`config.mk`:
```
export PLATFORM = sky130hd
export DESIGN_NAME = fp_adder_stage3_normalize
export DESIGN_NICKNAME = d
export VERILOG_FILES = /design/src/rtl/fp_adder_stage3_normalize.sv
export SDC_FILE = /design/constraint.sdc
export NUM_CORES = 1
export LEC_CHECK = 0
export BUFFER_PORTS_ARGS = -buffer_cell sky130_fd_sc_hd__buf_2
export CAP_MARGIN = 10
export CORE_ASPECT_RATIO = 0.6
export CORE_MARGIN = 10
export CORE_UTILIZATION = 53
export DETAILED_ROUTE_END_ITERATION = 16
export GPL_ROUTABILITY_DRIVEN = 0
export PLACE_DENSITY = 0.8
export SLEW_MARGIN = 20
export SYNTH_ARGS = -nofsm -noshare
export SYNTH_HDL_FRONTEND = slang
export SYNTH_SLANG_ARGS = --single-unit
```
`constraint.sdc`:
```
create_clock -name clk -period 2.8 [get_ports clk]
set_clock_uncertainty 0.15 [all_clocks]
set_input_delay 0.28 -clock clk [delete_from_list [all_inputs] [get_ports clk]]
set_output_delay 0.28 -clock clk [all_outputs]
set_load 0.1 [all_outputs]
```
`src/rtl/fp_adder_stage3_normalize.sv`:
```
`default_nettype none
// ============================================================================
// fp_adder_stage3_normalize: post-add renormalize, exponent adjust, pack.
// Revision 1.0
// ============================================================================
module fp_adder_stage3_normalize #(
  parameter int FP_SIZE   = 32,
  parameter int FRAC_SIZE = 23
) (
  input  logic                             clk,
  input  logic                             rst_n,
  input  logic                             in_valid,
  output logic                             in_ready,
  input  logic                             sign_in,
  input  logic [FP_SIZE-FRAC_SIZE-2:0]     exponent_in,
  input  logic [FRAC_SIZE:0]               significand_in,
  input  logic                             carryout_in,
  output logic                             out_valid,
  input  logic                             out_ready,
  output logic [FP_SIZE-1:0]               result,
  output logic                             overflow,
  output logic                             underflow,
  output logic                             zero
);

  localparam int EXP_SIZE = FP_SIZE - FRAC_SIZE - 1;
  localparam logic [EXP_SIZE-1:0] EXP_ONES = {EXP_SIZE{1'b1}};
  localparam logic [EXP_SIZE-1:0] EXP_ONE  = EXP_SIZE'(1);

  typedef enum logic [1:0] {
    IDLE  = 2'd0,
    SHIFT = 2'd1,
    DONE  = 2'd2
  } state_t;

  state_t                state_q, state_d;
  logic                  sign_q, sign_d;
  logic [EXP_SIZE-1:0]   exp_q, exp_d;
  logic [FRAC_SIZE:0]    sig_q, sig_d;
  logic                  overflow_q, overflow_d;
  logic                  underflow_q, underflow_d;
  logic                  zero_q, zero_d;

  logic [EXP_SIZE-1:0]   exp_inc;
  logic                  accept;

  assign exp_inc = exponent_in + EXP_ONE;
  assign accept  = in_valid && (state_q == IDLE);

  always_comb begin
    state_d     = state_q;
    sign_d      = sign_q;
    exp_d       = exp_q;
    sig_d       = sig_q;
    overflow_d  = overflow_q;
    underflow_d = underflow_q;
    zero_d      = zero_q;

    case (state_q)
      IDLE: begin
        if (accept) begin
          sign_d      = sign_in;
          exp_d       = exponent_in;
          sig_d       = significand_in;
          overflow_d  = 1'b0;
          underflow_d = 1'b0;
          zero_d      = 1'b0;
          if (exponent_in == EXP_ONES) begin
            state_d = DONE;
          end else if (carryout_in) begin
            // Truncating right shift; the carry becomes the new hidden bit.
            sig_d   = {1'b1, significand_in[FRAC_SIZE:1]};
            exp_d   = exp_inc;
            state_d = DONE;
            if (exp_inc == EXP_ONES) begin
              overflow_d = 1'b1;
              sig_d      = '0;
            end
          end else if (significand_in == '0) begin
            sign_d  = 1'b0;
            exp_d   = '0;
            sig_d   = '0;
            zero_d  = 1'b1;
            state_d = DONE;
          end else if (significand_in[FRAC_SIZE]) begin
            state_d = DONE;
          end else begin
            state_d = SHIFT;
          end
        end
      end

      SHIFT: begin
        // Hidden bit is always clear here; exponent 0 (denormal input) flushes too.
        if (exp_q <= EXP_ONE) begin
          exp_d       = '0;
          sig_d       = '0;
          underflow_d = 1'b1;
          zero_d      = 1'b1;
          state_d     = DONE;
        end else begin
          sig_d = {sig_q[FRAC_SIZE-1:0], 1'b0};
          exp_d = exp_q - EXP_ONE;
          if (sig_q[FRAC_SIZE-1]) begin
            state_d = DONE;
          end
        end
      end

      DONE: begin
        if (out_ready) begin
          overflow_d  = 1'b0;
          underflow_d = 1'b0;
          zero_d      = 1'b0;
          state_d     = IDLE;
        end
      end

      default: begin
        state_d = IDLE;
      end
    endcase
  end

  always_ff @(posedge clk or negedge rst_n) begin
    if (!rst_n) begin
      state_q     <= IDLE;
      sign_q      <= 1'b0;
      exp_q       <= '0;
      sig_q       <= '0;
      overflow_q  <= 1'b0;
      underflow_q <= 1'b0;
      zero_q      <= 1'b0;
    end else begin
      state_q     <= state_d;
      sign_q      <= sign_d;
      exp_q       <= exp_d;
      sig_q       <= sig_d;
      overflow_q  <= overflow_d;
      underflow_q <= underflow_d;
      zero_q      <= zero_d;
    end
  end

  assign in_ready  = (state_q == IDLE);
  assign out_valid = (state_q == DONE);
  assign result    = {sign_q, exp_q, sig_q[FRAC_SIZE-1:0]};
  assign overflow  = overflow_q;
  assign underflow = underflow_q;
  assign zero      = zero_q;

endmodule
`default_nettype wire

```
[After elaboration in Yosys (flattened, before gate mapping)]
Index checks and enable logic that the tools add are counted.
Storage, ports and cells
  bits of input ports: 38
  register bits: 37
  logic and storage cells: 68
Cells by class
  muxes and demuxes: 39
  add/subtract/negate cells: 2
  eq/ne operators: 8
  reductions and logical operators: 11
  magnitude comparators: 1
Operators with widths (number)
  $mux W23: 6
  $pmux W23 S2: 1
  $mux W8: 5
  $logic_not A24 Y1: 1
  $eq A8 B8 Y1 const B: 2
  $mux W2: 8
  $pmux W8 S2: 1
  $mux W1: 14
  $add A8 B1 Y8 const B: 1
  $le A8 B1 Y1 const B: 1
  $sub A8 B1 Y8 const B: 1
  $pmux W1 S3: 2
  $pmux W2 S3: 1
  $reduce_and A3 Y1: 2
  $ne A2 B1 Y1 const B: 2
  $reduce_and A2 Y1: 2
  $reduce_and A4 Y1: 1
  $reduce_bool A2 Y1: 2
  $ne A3 B3 Y1 const B: 1
  $reduce_bool A3 Y1: 1
  $eq A2 B1 Y1 const B: 1
  $eq A2 B2 Y1 const B: 1
  $logic_not A2 Y1: 1
  $ne A2 B2 Y1 const B: 1
  2 further kinds: 2

[Longest topological paths before layout]
Gate-level depths: netlist of run 1.
  word-level depth: 7
  gate-level depth with buffers: 9
  mapped depth without buffers: 7

[Worst setup path after synthesis of run 1]
Ideal clock, no wire load.
  kind: register to register
  start: reg state_q[0]
  end: reg exp_q[6]
  setup slack: -20 ps
  period minus slack after synthesis: 2820 ps
  data arrival time: 2542 ps
  library setup time: 128 ps
  required time: 2522 ps
  stages on the path, launching flop included: 9
  path buffers: 1
  cell sequence: dfrtp_1 inv_1 ha_1 mux2i_2 buf_4 nor2_1 mux2_2 a22oi_1 nand3_1
On the way
  word-level cells in the longest chain between the ends: 4
  elaborated cells on any way between the ends: 7
  those cells by class: 2 x eq/ne; 1 x mux; 4 x reduce/logical
Ends and longest elaborated chain
  start, declared: RTL line 36  | state_t state_q, state_d;
  start signal, assigned: RTL line 135  | state_q <= state_d;
  $logic_not A2 Y1 *
  named net in_ready: RTL line 13  | output logic in_ready,
  $logic_and A1 B1 Y1: RTL line 48  | assign accept = in_valid && (state_q == IDLE);
  $ne A2 B1 Y1 (no source line)
  $reduce_and A2 Y1 (no source line)
  end signal, assigned: RTL line 137  | exp_q <= exp_d;
  end, declared: RTL line 38  | logic [EXP_SIZE-1:0] exp_q, exp_d;
Mark *: on every way through the listed nets, which the timed path passes. The rest lies on a longest branch.
A chain may end at the register's enable or synchronous reset.

[Final worst setup path of run 1]
  start: reg state_q[1]
  end: reg sig_q[8]
On the way
  word-level cells in the longest chain between the ends: 4
  elaborated cells on any way between the ends: 7
  those cells by class: 2 x eq/ne; 1 x mux; 4 x reduce/logical
Ends and longest elaborated chain
  $logic_not A2 Y1: RTL line 48, 59
  $logic_and A1 B1 Y1: RTL line 48
  $ne A2 B1 Y1 (no source line)
  $reduce_and A2 Y1 (no source line)
  end signal, assigned: RTL line 138  | sig_q <= sig_d;
  end, declared: RTL line 39  | logic [FRAC_SIZE:0] sig_q, sig_d;
Parallel ways exist; a longest one is shown, timed or not.

==> summary by stage, run 1 <==
GRT
The wire length of the first global-routing pass is around 14 mm. Entering global routing, the biggest net connects 47 pins. The number of global-route vias before repair is 2746.

The global-route usage over all layers is 0.197. The overflow left after global routing is 0. The initial antenna violation count is 0.

STA
The max-slew violation count is 0. The period utilization is 0.866. The total negative slack for setup checks is 0 ns.

The number of setup violations in the final report is 0. Setup repair after global routing left no endpoint under its margin. The total count of hold-check failures in the final report was 0. At the pin with the least slew margin, the transition time is between 0.9 and 1 ns.

Static timing analysis puts the maximum clock frequency at 412 MHz. The clock period minus worst slack is 2.43 ns. The worst slew margin relative to its limit is 0.365.

Worst hold path
The worst hold path depth is 2. In this run the most critical hold path is launched from significand_in[6]. The worst hold path belongs to the class input port to register. For hold timing, the worst endpoint is sig_q[5].

Final layout
The area growth from synthesis to layout is 18.4%. The area taken by flip-flops and latches is roughly 900 um2. In the final layout, the share of cells above drive strength 1 is 0.327.

The utilization of the core after routing is 0.651. The top cell types in the final layout, fill and taps aside, are 74 x buf_2, 45 x nand2_1, 37 x dfrtp_1. The net count of the finished layout is around 420.

The commonest non-fill, non-tap cell in the layout is buf_2. In the final layout, the multi-input gates occupy between 1500 and 2000 um2. The fill cell instance count of the final layout is between 400 and 500.

The antenna diode instance count is 0.

Detailed routing
The overall via count from detail_route is a little under 3000. The first detailed-routing pass took 5 iterations. The detailed-route vias per instance is roughly 6.5. The detailed router finished its first iteration with 299 violations. Wires add up to around 8.7 mm.

The wire length per cell after detailed routing is approximately 19 um. After detailed routing, the number of remaining DRC violations is 0. In this run the remaining antenna-violating nets after routing total 0.

Synthesis
A synthesized cell averages 9.07 um2. The proportion of synthesized flip-flops having asynchronous set or reset is 1.00. The sequential-to-total area share from yosys stat is 0.332. The most used flip-flop cell after synthesis is dfrtp_1. The cell area after synthesis is 2790 um2. The number of warnings reported in the yosys synthesis log is 0.

Synthesis handed over a netlist of around 300 instances. The net count after synthesis is approximately 350. The synthesized design contains 0 enable-type register cells. The flip-flop and latch count after synthesis is 37. The number of distinct library cells after synthesis is 57.

Setup path
For flop-to-flop paths, the worst setup slack is around 0.37 ns. The required time reported for the critical path endpoint is between 2 and 3 ns. Data arrives at the worst endpoint at ~2.5 ns. The worst setup path is captured at a register. The type of the worst setup path is register to register. Of all nets on the critical path, the largest fanout is 46. For the worst flop-to-flop path, the logic depth is 7.

The startpoint identified for the worst register-to-register timing path is state_q[1]. The worst register-to-register path ends at sig_q[8]. The critical path startpoint category is a register.

Clock tree
The clock net in this run drives a total of 37 sinks. The number of H-tree levels is 2. The post-cts repair resize count is 0. The maximum root-to-sink buffer count is 2.

The clock tree from TritonCTS is built. CTS placed an instance of clkbuf_8 at the clock tree root. For the worst-skew pair, the clock arrives at the later sink with an insertion delay of 0.29 ns. TritonCTS created 5 clock buffers. The number of hold buffers added after CTS was 1. In this run the post-CTS setup repair buffer count came out at 0. After clock tree synthesis, the clock-pin slew on the worst setup and hold paths is approximately 0.08 ns.

Floorplanning
The floorplan die area is 8670 um2. The initialized floorplan defines 20 standard-cell rows. The initial utilization of the core area, before any placement, comes to 0.550.

The floorplan die height is between 70 and 80 um. The total core area is ~5100 um2. Measured along the x axis, the die boundary spans 114 um. 75 I/O pins were placed.

Place
After legalization and detailed placement, the total HPWL measured approximately 6.6 mm. In this run the tool buffered the top-level ports with 74 buffer cells.

Run
The number of max-capacitance violations reported is 0.

Run status
The flow ran to the end, and the final reports show no timing, DRC or antenna violations.
-- stage by stage --
step | setup WS, ns | std cells | instance area, um2 | hold slack (ns)
6_report | 0.374 | 445 | 3310 | 0.0942
3_3_place_gp | 0.517 | 436 | 3180 | 0.287
2_1_floorplan | 0.0839 | 308 | 2800 | -0.166
5_1_grt | 0.241 | 445 | 3310 | 0.100
3_5_place_dp | 0.420 | 436 | 3180 | 0.296
4_1_cts | 0.401 | 445 | 3310 | 0.0867
-- synthesized netlist by cell type (all sizes together), types with 2 or more instances --
cell,n,share of area
a221oi,4,0.015
xnor2,3,0.0094
a2bb2oi,2,0.0063
nor2,13,0.019
a31oi,3,0.011
nand4,7,0.023
nor3,7,0.014
a221o,25,0.090
nand3,20,0.036
clkbuf,5,0.011
xor2,3,0.0094
dfrtp,37,0.33
a31o,11,0.035
ha,7,0.031
nor2b,2,0.0045
and3,2,0.0045
inv,19,0.026
or2,2,0.0045
nand2,45,0.060
a21oi,4,0.0072
buf,17,0.044
nor4,9,0.025
mux2,2,0.0081
a22oi,3,0.0081
o21ai,27,0.052
o21ba,2,0.0072
o221ai,10,0.049
o211ai,3,0.0081
-- registers in the layout, indices dropped and copies added (netlist names) --
signal and count:
state_q 2, sig_q 23, overflow 1, exp_q 8
underflow 1, sign_q 1, zero 1
-- area by class of cell --
type | count | share of cell area
Tap cell | 66 | 0.0250
Multi-Input combinational cell | 230 | 0.500
Sequential cell | 37 | 0.280
Timing Repair Buffer | 85 | 0.138
Clock inverter | 1 | 0.00908
Clock buffer | 7 | 0.0261
Inverter | 19 | 0.0216
-- worst max-delay path: stages (launching register included) --
cell and delay (ns):
dfrtp_1 0.39, inv_1 0.10, ha_2 0.30, mux2i_4 0.28
buf_4 0.44, buf_4 0.32, o221ai_2 0.13, a31o_1 0.19
-- routing by layer --
layer,global-route usage,wire [um],vias to the layer above
met5,0,0,-
met4,0.0379,46,0
met3,0.0653,1070,6
met2,0.268,3540,189
met1,0.291,4010,1369
li1,-,-,1320
-- cells by family (layout without fill, tap and decap cells) --
group                    after synthesis  after routing  synth area share
AND/OR/NAND/NOR                      111            111             0.204
adder cells (fa/ha/maj)                7              7            0.0314
XOR/XNOR                               6              6            0.0188
buffers and inverters                 41            112            0.0802
flip-flops                            37             37             0.332
AO/OA/AOI/OAI                        103            103             0.321
multiplexers                           3              3            0.0130
-- worst max path at each step --
stage	from	endpoint	slack, ns	depth (start not counted)
floorplan	exp_q[1]	zero	0.08	7
global placement	state_q[0]	sig_q[13]	0.52	7
detailed placement	state_q[0]	sig_q[8]	0.42	7
CTS	state_q[1]	sig_q[8]	0.40	7
global route	state_q[1]	sig_q[8]	0.24	7
finish	state_q[1]	sig_q[8]	0.37	7
Power of run 1 is not shown: default switching activity piles up to over one toggle a cycle in this logic, so the estimate is an artifact.
==> inputs of run 2 (changes only) <==
--- a/config.mk
+++ b/config.mk
@@ -12,7 +12,9 @@
 export CORE_UTILIZATION = 53
 export DETAILED_ROUTE_END_ITERATION = 16
 export GPL_ROUTABILITY_DRIVEN = 0
+export MAX_ROUTING_LAYER = met4
 export PLACE_DENSITY = 0.8
+export RECOVER_POWER = 100
 export SLEW_MARGIN = 20
 export SYNTH_ARGS = -nofsm -noshare
 export SYNTH_HDL_FRONTEND = slang
==> run 2 against run 1 <==
Sequential cell count unchanged. Non-clock buffer count unchanged. Utilization down 1.6 points. Final cell count did not move.
==> summary by stage, run 2 (synthesized netlist as in run 1, its figures left out) <==
Run status
The run finished with clean final reports.

Clock tree
The number of gates resized after CTS was 0. The maximum root-to-sink buffer count is 2. The tree is rooted in a clkbuf_8. The number of H-tree levels is 2. Clock-pin slew was measured on the worst setup and hold paths at approximately 0.080 ns.

TritonCTS created 5 clock buffers. TritonCTS built the clock tree. Clock latency on the worst-skew pair, taken at its later pin, is 0.29 ns.

For this design, the sink count on the clock tree is 37.

STA
The max-slew violation count is 0. The highest achievable clock rate is around 390 MHz. Headroom to the max-slew limit came out at 0.205.

The tightest hold path in the finished design has a slack of ~0.095 ns. Of the available clock period, the critical path in the final layout requires 0.908. The total negative slack for setup checks is 0 ns.

The setup slack of the critical path after layout is ~0.26 ns. Setup repair after global routing left no endpoint under its margin. The total count of hold-check failures in the final report is 0. The number of setup violations in the final report is 0. The clock period minus worst slack is 2.54 ns. For the pin with the worst max-slew slack, the measured transition is about 1.2 ns.

GRT
Entering global routing, the biggest net connects 47 pins. The global-route usage over all layers is 0.203. The wire length of the first global-routing pass is 14.4 mm.

Summed over all layers, the global routing overflow is 0. The number of global-route vias before repair is around 2700. The initial antenna violation count is 0.

Setup path
The type of the worst setup path is register to register. Traced cell by cell, the critical path runs through inv_1 -> ha_1 -> mux2i_4 -> buf_4 -> buf_4 -> o221ai_1 -> a31o_1. For this design, the slowest cell found on the critical path is buf_4.

For this run, the slowest stage of the critical path takes around 0.44 ns. The largest driver fanout on the critical path is 46. At the worst endpoint, the arrival time is 2.57 ns. The setup slack of the worst register-to-register path is about 0.26 ns.

Counting stages on the worst path, the most repeated cell is buf_4. The startpoint identified for the worst register-to-register timing path is state_q[0]. The critical path startpoint category is a register. The length in cells of the worst reg-to-reg path is 7. In this run the critical register-to-register path is captured at sig_q[11]. The end point of the critical path is sig_q[11]. The critical path starts at state_q[0]. STA puts the critical path data required time at between 2 and 3 ns. The worst setup path is captured at a register.

Final layout
The post-layout net count is about 420. The largest registers in the layout are sig_q x23, exp_q x8, state_q x2. The register with the most flip-flops in the final layout is sig_q. The library cells used most frequently in the layout, excluding fill and tap cells, are 45 x nand2_1, 40 x clkbuf_1, 37 x dfrtp_1.

The filler cells instantiated in the layout total between 400 and 500. In the final layout, the share of cells above drive strength 1 is 0.208. Measured on the finished design, the core utilization comes to 0.635. The flip-flop count of the largest register, all copies and words added is 23. The layout-stage area growth over the synthesis result is 15.5%. The commonest non-fill, non-tap cell in the layout is nand2_1. The repair_antennas step left the layout with diodes totalling 0.

Floorplanning
For this configuration, the core starts out at a cell density of 0.550. The floorplan die area is roughly 8700 um2. The floorplan die height is 76.2 um. The core region is 5080 um2.

75 I/O pins were placed. The floorplan die width is 114 um. The initialized floorplan defines 20 standard-cell rows.

Detailed routing
The overall via count from detail_route is 2900. The post-detailed-route DRC marker count is 0. Dividing the detail-routed wire length by the instance count gives a little under 20 um.

The number of nets with antenna violations after routing is 0. In this run, the number of DRC markers left after iteration 0 of detailed routing was 300. The total iterations of the first detailed-routing run is 5. The detailed-route vias per instance is 6.52.

The final layout contains routed wiring with a total length of between 8 and 9 mm.

Place
At the placement stage, the worst setup path has a slack of 0.420 ns. The number of buffers inserted by port buffering is 74. The estimated wirelength of the detail-placed design is 6.61 mm.

Worst hold path
The worst hold path depth is 2. The startpoint identified for the worst hold timing path is significand_in[6]. The tightest min-delay check is of the input port to register type.

Run
The tool flagged a number of max-cap violations equal to 0.
## run 2: worst min-delay path by stage
stage                          end  slack (ns)
after detailed placement      zero        0.30
after global routing      sig_q[5]         0.1
final                     sig_q[5]        0.09
after global placement        zero        0.29
after CTS                 sig_q[5]        0.09
after floorplan           exp_q[0]       -0.17
## run 2: timing repair
item,CTS,global route
buffers inserted,0,0
hold endpoints to repair,37,0
hold buffers,1,0
## run 2: stage by stage
step,instance area [um2],instances
after global routing,3230,445
after CTS,3310,445
after floorplan,2800,308
after detailed placement,3180,436
after global placement,3180,436
final,3230,445
## run 2: critical path: cells and delay by family (launching register included)
family / cells / cell delay, ns
flip-flops: 1 / 0.41
multiplexers: 1 / 0.30
buffers and inverters: 3 / 0.84
adder cells (fa/ha/maj): 1 / 0.37
AO/OA/AOI/OAI: 2 / 0.35
## run 2: routing by layer
layer | track usage | up-vias | wire length, um
met4 | 0.0379 | 0 | 46
met5 | - | - | 0
met1 | 0.296 | 1386 | 4190
met2 | 0.268 | 187 | 3550
met3 | 0.0582 | 6 | 914
li1 | - | 1321 | -
## run 2: final cells by class
type | instances | area [um2] | area share
Multi-Input combinational cell | 230 | 1630 | 0.505
Sequential cell | 37 | 926 | 0.287
Clock inverter | 1 | 30.0 | 0.00931
Tap cell | 66 | 82.6 | 0.0256
Timing Repair Buffer | 85 | 402 | 0.125
Clock buffer | 7 | 86.3 | 0.0268
Inverter | 19 | 71.3 | 0.0221
Power of run 2 is left out for the same reason.
==> inputs of run 3 (changes only) <==
--- a/config.mk
+++ b/config.mk
@@ -5,15 +5,16 @@
 export SDC_FILE = /design/constraint.sdc
 export NUM_CORES = 1
 export LEC_CHECK = 0
+export ABC_AREA = 1
 export BUFFER_PORTS_ARGS = -buffer_cell sky130_fd_sc_hd__buf_2
 export CAP_MARGIN = 10
 export CORE_ASPECT_RATIO = 0.6
 export CORE_MARGIN = 10
-export CORE_UTILIZATION = 53
+export CORE_UTILIZATION = 50
 export DETAILED_ROUTE_END_ITERATION = 16
 export GPL_ROUTABILITY_DRIVEN = 0
 export MAX_ROUTING_LAYER = met4
-export PLACE_DENSITY = 0.8
+export PLACE_DENSITY = 0.76
 export RECOVER_POWER = 100
 export SLEW_MARGIN = 20
 export SYNTH_ARGS = -nofsm -noshare
==> run 3 against run 2 <==
Die area grew 6.1%. Utilization shrank 4.8 points. Critical path depth grew 4. First-iteration DRC count grew 22%. Critical endpoint is now exp_q[7]. Highest routed layer unchanged.
==> summary by stage, run 3 <==
Detailed routing
Dividing the detail-routed wire length by the instance count gives 14.2 um. Detailed routing inserted a total of between 3000 and 4000 vias. The post-detailed-route DRC marker count is 0.

The detailed-route wire length is between 8 and 9 mm. The detailed router finished its first iteration with 365 violations. The total iterations of the first detailed-routing run is 5. The number of nets with antenna violations after routing is 0. The detailed-route vias per instance is roughly 5.3.

Clock tree
The CTS buffer count is 5. The number of clock sinks is 37. The clock tree from TritonCTS is built.

The post-cts hold buffer count is 1. The clock insertion delay at the later pin of the skew report is 0.29 ns. The longest clock path from root to sink contains 2 buffers. The number of H-tree levels is 2.

Once the clock tree was built, the resizer swapped 0 gates to a different size. The clock transition at the registers of the reported paths is approximately 0.080 ns. The cell sitting at the root of the clock tree is a clkbuf_8.

The number of buffers inserted by post-CTS setup repair is 0.

Final layout
The largest registers in the layout are sig_q x23, exp_q x8, state_q x2. The layout-stage area growth over the synthesis result is 14.5%. The share of post-route cells with drive strength above 1 is 0.103. The final layout contains 566 nets. The antenna diode instance count is 0. The library cell used most frequently in the layout, excluding fill and tap cells, is nand2_1. The register with the most flip-flops in the layout has 23 of them. In the layout the commonest cells are 141 x nand2_1, 74 x nand3_1, 64 x nor2_1. The non-filler instance count after layout is about 600.

The register ranked first by flip-flop count is sig_q.

STA
Summed over all failing endpoints, the final setup total negative slack is 0 ns. The setup slack of the critical path after layout is 0.254 ns. Dividing the final minimum period by the clock period gives 0.909.

Setup violations remaining at the end of the flow were counted as 0. For the pin with the worst max-slew slack, the measured transition is 1.19 ns. Setup repair after global routing left no endpoint under its margin. The max-slew violation count is 0. The highest achievable clock rate is about 390 MHz. The total count of hold-check failures in the final report was 0. The worst slew margin relative to its limit is 0.210. Subtracting the final worst setup slack from the clock period gives between 2 and 3 ns.

Floorplanning
The floorplan die height is about 78 um. The number of top-level pins is 75. The core region is between 5000 and 6000 um2. The initialized floorplan defines 21 standard-cell rows. For this configuration, the core starts out at a cell density of 0.513.

The floorplan die width is about 120 um. The floorplan die area is about 9000 um2.

Setup path
The critical path startpoint category is a register. STA classifies the critical path endpoint as a register. The type of the worst setup path is register to register. The delay of the slowest cell on the worst path is between 0.6 and 0.7 ns.

STA puts the critical path data required time at about 2.9 ns. The most numerous cell type found on the critical path is nor2_1. Of all nets on the critical path, the largest fanout is 23. The critical path goes through inv_1 -> ha_1 -> nor2_1 -> nor2_1 -> nand4_1 -> nand2_1 -> inv_1 -> nand2_1 -> nor2_1 -> nor2_1 -> a21oi_1. The largest delay contributor family on the critical path is simple AND/OR/NAND/NOR gates. Among all stages on the critical path, the largest delay is contributed by inv_1. Counting both buffers and inverters, the worst setup path holds a total of 2. The data arrival time of the critical path is between 2 and 3 ns.

GRT
The pin count of the biggest net entering global routing is 49. The number of global-route vias before repair is 2885. The initial antenna violation count came to 0. The global-route usage over all layers is 0.184. The wire length of the first global-routing pass is between 10 and 15 mm. The overflow left after global routing is 0.

Synthesis
The synthesized design contains 0 enable-type register cells. The number of distinct library cells after synthesis is 27. The average instance in the mapped netlist occupies between 6 and 7 um2. Of the synthesized area, sequential elements account for 0.326. The biggest area contributor in the post-synthesis netlist is dfrtp_1. Synthesis handed over a netlist of approximately 460 instances.

The most used standard cell by instance count after synthesis is nand2_1. After synthesis, the share of flip-flops with an asynchronous set or reset is 1.00. The share of synthesized area in the top cell type comes to 0.326.

When the netlist entered floorplanning its net count stood at approximately 500. Synthesis inferred 37 register bits. The cell area after synthesis is around 2800 um2. By count the netlist is led by 141 x nand2_1, 72 x nand3_1, 64 x nor2_1, 50 x inv_1, 37 x dfrtp_1. The Yosys step of the flow raised 0 warnings.

The main flop type after synthesis is dfrtp_1. Ranked by total cell area, the synthesized netlist is headed by dfrtp_1 33%, nand2_1 19%, nand3_1 13%, nor2_1 8.5%, inv_1 6.6%.

Run
The number of max-capacitance violations reported is 0.

Place
The total instance count after detailed placement is slightly below 600. At the placement stage, the worst setup path has a slack of 0.331 ns. The number of buffers inserted by port buffering is 74. The estimated wirelength of the detail-placed design is between 6 and 7 mm.

Run status
The run finished with clean final reports.

Worst hold path
The min-delay analysis places its worst path in the category input port to register.
-- run 3: cell count changes in the layout (fill, tap and decap cells not counted), moves of 20 or more --
cell | before | now
nand2_1 | 45 | 141
a221o_1 | 25 | 0
nor2_1 | 11 | 64
nand3_1 | 20 | 74
inv_1 | 19 | 50
a21oi_1 | 4 | 24
-- run 3: worst register-to-register path: stages, from the launching register on --
cell and delay [ns]:
dfrtp_1 0.44, inv_1 0.08, ha_1 0.26, nor2_1 0.15, nor2_1 0.06, nand4_1 0.07
nand2_1 0.19, inv_1 0.61, nand2_1 0.16, nor2_1 0.12, nor2_1 0.05, a21oi_1 0.14
-- run 3: final timing paths --
check / depth (start not counted) / from / end / slack (ns)
worst max-delay path: 11 / exp_q[0] / exp_q[7] / 0.25
worst min-delay path: 3 / sign_in / sign_q / 0.1
worst max register to register: 11 / exp_q[0] / exp_q[7] / 0.25
worst min register to register: 2 / sign_q / sign_q / 0.34
max in group asynchronous: 2 / rst_n / state_q[0] / 1.38
min in group asynchronous: 2 / rst_n / exp_q[3] / 0.51
-- run 3: per-stage QoR --
stage	utilization	hold WS, ns	instance area, um2
2_1_floorplan	-	-0.166	2840
6_report	0.587	0.0989	3250
3_3_place_gp	0.581	0.291	3220
4_1_cts	0.598	0.0998	3320
5_1_grt	0.587	0.111	3250
3_5_place_dp	0.581	0.297	3220
-- run 3: cells by family after synthesis --
kind of cell / after synthesis / synth area share
AOI/OAI and AO/OA: 44 / 0.0805
xor gates and xnor gates: 3 / 0.00924
adders and majority gates: 7 / 0.0308
DFF: 37 / 0.326
buffers and inverters: 71 / 0.108
and+or+nand+nor: 294 / 0.445
-- run 3: layout make-up --
type                       count  area (um2)
clock buffer                   5        68.8
clock inverter                 3        17.5
fill                         577        2290
multi-input combinational    348        1600
inverter                      51         191
tap                           80         100
sequential                    37         926
timing repair buffer          78         355
-- run 3: routing by layer --
layer,vias to the layer above,share of wire,track usage
li1,1572,-,-
met1,1420,0.51,0.267
met2,157,0.39,0.242
met3,14,0.092,0.0507
met4,0,0.0098,0.0373
met5,-,0,-
Power of run 3 is left out for the same reason.
